==> src/rtl/mux4_way_16.sv <==
// ============================================================================
// Module   : mux4_way_16
// Brief    : Registered 4-way word selector. out takes a/b/c/d per sel,
//            one clock after sampling; synchronous active-high reset.
// Revision : 1.0 - initial release
// ============================================================================
`default_nettype none

module mux4_way_16 #(
    parameter int               WIDTH       = 16,
    parameter logic [WIDTH-1:0] RESET_VALUE = '0
) (
    output logic [WIDTH-1:0] out,
    input  logic [1:0]       sel,
    input  logic [WIDTH-1:0] a,
    input  logic [WIDTH-1:0] b,
    input  logic [WIDTH-1:0] c,
    input  logic [WIDTH-1:0] d,
    input  logic             clk,
    input  logic             reset
);

    logic [WIDTH-1:0] w_next_out;
    logic [WIDTH-1:0] r_out;

    // The default leg only fires for an X/Z select, so the unknown propagates in simulation.
    always_comb begin
        w_next_out = {WIDTH{1'bx}};
        case (sel)
            2'b00:   w_next_out = a;
            2'b01:   w_next_out = b;
            2'b10:   w_next_out = c;
            2'b11:   w_next_out = d;
            default: w_next_out = {WIDTH{1'bx}};
        endcase
    end

    always_ff @(posedge clk) begin
        if (reset) begin
            r_out <= RESET_VALUE;
        end else begin
            r_out <= w_next_out;
        end
    end

    assign out = r_out;

endmodule

`default_nettype wire

==> config.mk <==
export PLATFORM = sky130hd
export DESIGN_NAME = mux4_way_16
export DESIGN_NICKNAME = d
export VERILOG_FILES = /design/src/rtl/mux4_way_16.sv
export SDC_FILE = /design/constraint.sdc
export NUM_CORES = 1
export LEC_CHECK = 0
export ABC_CLOCK_PERIOD_IN_PS = 1200
export CORE_MARGIN = 4
export CORE_UTILIZATION = 29
export CTS_CLUSTER_DIAMETER = 60
export CTS_CLUSTER_SIZE = 12
export DETAILED_ROUTE_END_ITERATION = 6
export PLACE_DENSITY = 0.85
export SKIP_LAST_GASP = 1
export SYNTH_ARGS = -nofsm -noshare
export SYNTH_HDL_FRONTEND = slang
export SYNTH_SLANG_ARGS = --single-unit
==> constraint.sdc <==
create_clock -name clk -period 1.2 [get_ports clk]
set_input_delay 0.24 -clock clk [delete_from_list [all_inputs] [get_ports clk]]
set_output_delay 0.24 -clock clk [all_outputs]
set_load 0.03 [all_outputs]
# Word-level counts from Yosys, hierarchy flattened
# Cells that the tools add are included.
# totals
register_bits,16
latchBits,0
mem_bits_rw,0
rom_bits,0
output_inout_bits,16
word_cells,6
n_memories,0
# op_classes
addsub,0
n_mul,0
n_div,0
magnitude_cmp,0
eq_ne,3
n_shift,0
mux,1
bitwise_logic,0
n_reduce_logical,1
# op_table
operator,n
one-hot mux 16 bit (4 select lines),1
equality test 2 bit (second input constant),2
equality test 2 x 1 -> 1 bit (second input constant),1
logical NOT 2 bit,1

# Longest topological paths before layout
# Gate-level depths: netlist (run 1).
# depth
ltp_word,2
depth_mapped,4

# Worst setup path after synthesis (run 1)
# No wires, ideal clock.
# synth_path
kind,in2reg
start,in sel[1]
end,"reg r_out[1], in the netlist out[1]"
arrival_time_ns,0.820
t_required_ns,1.077
setup_slack_ns,0.256
path_stages,4
path_buffers,2
path_cell_list,buf_4 > buf_4 > mux2i_1 > o22ai_1
# synth_via
elab_chain_len,2
# synth_lines
element,line,source
"start, declared",14,"input logic [1:0] sel,"
"equality test 2 bit, or another cell as far along",29,case (sel)
one-hot mux 16 bit (4 select lines) *,29,
"end signal, assigned",42,r_out <= w_next_out;
"end, declared",24,logic [WIDTH-1:0] r_out;
# Every way passes the cells marked *; elsewhere a longest branch is shown, timed or not.
# A chain may end at the register's enable or synchronous reset.

# Worst setup path in the final report (run 1)
# layout_path
start,in sel[0]
end,"reg r_out[9], in the netlist out[9]"
# Same word-level chain as after synthesis.

==> metrics.md, run 1 <==
| Metric | Value |
|---|---|
| Crit-path cells | `clkdlybuf4s50_1 > or2_1 > buf_12 > o22ai_1` |
| Final worst setup slack | `0.1496 ns` |
| Clock slew at reported path FFs | `around 0.090 ns` |
| Via count | `917` |
| CTS Hold Bufs | `0` |
| Pwr per Cell Area | `approximately 900 nW/µm²` |
| DP Area | `1653 µm²` |
| Worst vdd ir | `about 610 µV` |
| Setup WS pre-CTS | `-0.1683 ns` |
| Setup bufs post-CTS | `0` |
| DRC | `0` |
| Fmax | `between 900 and 1000 MHz` |
| Share of cells above drive strength 1 | `0.1646` |
| Crit end category | `register` |
| Worst Hold End | `out[10]$_SDFF_PP0_` |
| GPL Wtd Cong | `between 0.6 and 0.7` |
| Critical path type | `input port to register` |
| Post-Syn Area | `between 800 and 900 µm²` |
| WL per Instance | `roughly 15 µm` |
| Worst EP required | `about 1.4 ns` |
| Vias in the first global route | `1003` |
| Yosys Warn Count | `0` |
| Port buffer count | `83` |
| Worst slack on hold paths | `around 0.47 ns` |
| Fin util | `0.6178` |
| Worst slew margin relative to its limit | `0.8858` |
| DRT antenna net count | `0` |
| Worst path bufs/invs | `2` |
| Max FO, Critical Path | `16` |
| Number of setup violations in the final report | `0` |
| CTS tree | `done` |
| ANT cells | `0` |
| Unrepaired setup endpoints after global routing | `false` |
| Die Height | `just over 60 µm` |
| CTS max path bufs | `2` |
| Die extent in x | `61.40 µm` |
| Congestion Overflow GR | `0` |
| Critical path startpoint category | `input port` |
| Max reg flops | `16` |
| CTS root buffer | `clkbuf_4` |
| CP arrival | `about 1.3 ns` |
| CTS Sinks | `16` |
| Core Box Area | `between 2000 and 3000 µm²` |
| MaxCap Viol Count | `0` |
| Initial core utilization | `0.3025` |
| Largest net degree at the start of global routing | `21` |
| Post_cts resized | `0` |
| Hold Path Origin | `sel[1]` |
| Crit path max-delay family | `buffers and inverters` |
| TritonCTS buffer count | `3` |
| Netlist cell types | `10` |
| # rows | `19` |
| Slowest CP cell | `clkdlybuf4s50_1` |
| Detailed Route Iter0 Violations | `12` |
| Via density per instance | `slightly below 5` |
| Leak Pwr | `roughly 0.75 nW` |
| Synth Net Count | `roughly 140` |
| Initial antenna violation count | `0` |
| Final net count | `227` |
| CP max stage delay | `~0.43 ns` |
| Top Ports | `84` |
| Post-Syn Area per Cell | `11.18 µm²` |
| Hold Vio Cnt, Final | `0` |
| Cell area after layout | `around 1700 µm²` |
| # H-tree levels | `1` |
| Status | `complete, no violations` |
| Die area | `3770 µm²` |
| Worst-Margin Slew | `0.1665 ns` |
| HP Class | `input port to register` |
| DR pass1 iterations | `2` |
| Cells after synthesis | `74` |
| GRT Util Overall | `0.1456` |
| Hold Path Cell Cnt | `4` |
| First-pass GRT wire length | `approximately 4 mm` |
| Area Growth Syn to Fin | `104.2%` |
| Final period util | `0.8754` |
| Final min period | `between 1 and 1.5 ns` |
| Max-slew violation count | `0` |
| WL final | `about 2.7 mm` |
| Register area share after synthesis | `0.3873` |
| Register bit count reported by yosys | `16` |
## layout make-up
type / count / area [µm²]
Clock buffer: 4 / 36.28
Multi-Input combinational cell: 50 / 432.9
Timing Repair Buffer: 88 / 860.8
Tap cell: 31 / 38.79
Fill cell: 213 / 1045
Sequential cell: 16 / 320.3
## metrics by stage
| step | TNS [ns] | std cells | power [W] |
|---|---|---|---|
| final | 0 | 189 | 0.001506 |
| after global routing | 0 | 189 | 0.001584 |
| after CTS | 0 | 189 | 0.001528 |
| after detailed placement | -2.377 | 185 | 0.001156 |
| after global placement | -1.359 | 185 | 0.001141 |
| after floorplan | 0 | 74 | 0.0008374 |
## cell usage in the layout (no fill, tap or decap)
| cell | synthesis | final |
|---|---|---|
| buf_2 | 1 | 1 |
| buf_12 | 0 | 3 |
| mux2i_1 | 32 | 32 |
| clkbuf_8 | 0 | 1 |
| nand2b_1 | 1 | 1 |
| dfxtp_1 | 16 | 16 |
| o22ai_1 | 16 | 16 |
| clkdlybuf4s50_1 | 0 | 66 |
| buf_4 | 2 | 18 |
| clkbuf_4 | 0 | 3 |
| or2_1 | 1 | 1 |
## Yosys cell counts
master	number	area, µm²
buf_4	2	15.01
o22ai_1	16	100.1
dfxtp_1	16	320.3
buf_2	1	5.000
buf_8	1	15.01
mux2i_1	32	320.3
or2_1	1	6.260
nand2b_1	1	6.260
buf_6	3	33.78
clkbuf_2	1	5.000
## how the worst max path moves through the flow
stage / slack [ns] / to / depth (start not counted) / startpoint
global placement: -0.09 / out[7]$_SDFF_PP0_ / 4 / sel[0]
finish: 0.15 / out[9]$_SDFF_PP0_ / 4 / sel[0]
floorplan: 0.26 / out[1]$_SDFF_PP0_ / 4 / sel[1]
CTS: 0.15 / out[9]$_SDFF_PP0_ / 4 / sel[0]
detailed placement: -0.17 / out[9]$_SDFF_PP0_ / 4 / sel[0]
global route: 0.09 / out[9]$_SDFF_PP0_ / 4 / sel[0]
## logic make-up (layout without fill, tap and decap cells)
kind of cell | after synthesis | in the layout | share of synthesized area
multiplexers | 32 | 32 | 0.3873
flip-flops | 16 | 16 | 0.3873
buffers and inverters | 8 | 92 | 0.08923
AND/OR/NAND/NOR | 2 | 2 | 0.01514
AO/OA/AOI/OAI | 16 | 16 | 0.1210
## metal layers
metal | up-vias | GRT usage | wire, µm | part of all wire
met5 | - | 0 | 0 | 0
met2 | 55 | 0.2674 | 1433 | 0.52
li1 | 449 | - | - | -
met4 | 0 | 0.06364 | 39 | 0.014
met1 | 408 | 0.1445 | 920 | 0.34
met3 | 5 | 0.05660 | 348 | 0.13
## power by group
group / internal (W) / switching, W / leakage (nW) / total [W]
logic: 0.000334 / 0.000218 / 0.597 / 0.000552
registers: 0.000575 / 0.0000118 / 0.133 / 0.000586
clock network: 0.000185 / 0.000183 / 0.0210 / 0.000368
total: 0.00109 / 0.000412 / 0.752 / 0.00151
(Power assumes the default switching activity.)
==> inputs of run 2 (changes only) <==
--- a/config.mk
+++ b/config.mk
@@ -11,6 +11,7 @@
 export CTS_CLUSTER_DIAMETER = 60
 export CTS_CLUSTER_SIZE = 12
 export DETAILED_ROUTE_END_ITERATION = 6
+export HOLD_SLACK_MARGIN = 0.03
 export PLACE_DENSITY = 0.85
 export SKIP_LAST_GASP = 1
 export SYNTH_ARGS = -nofsm -noshare
==> results of run 2 <==
Final layout, timing and power as in run 1 (identical DEF).
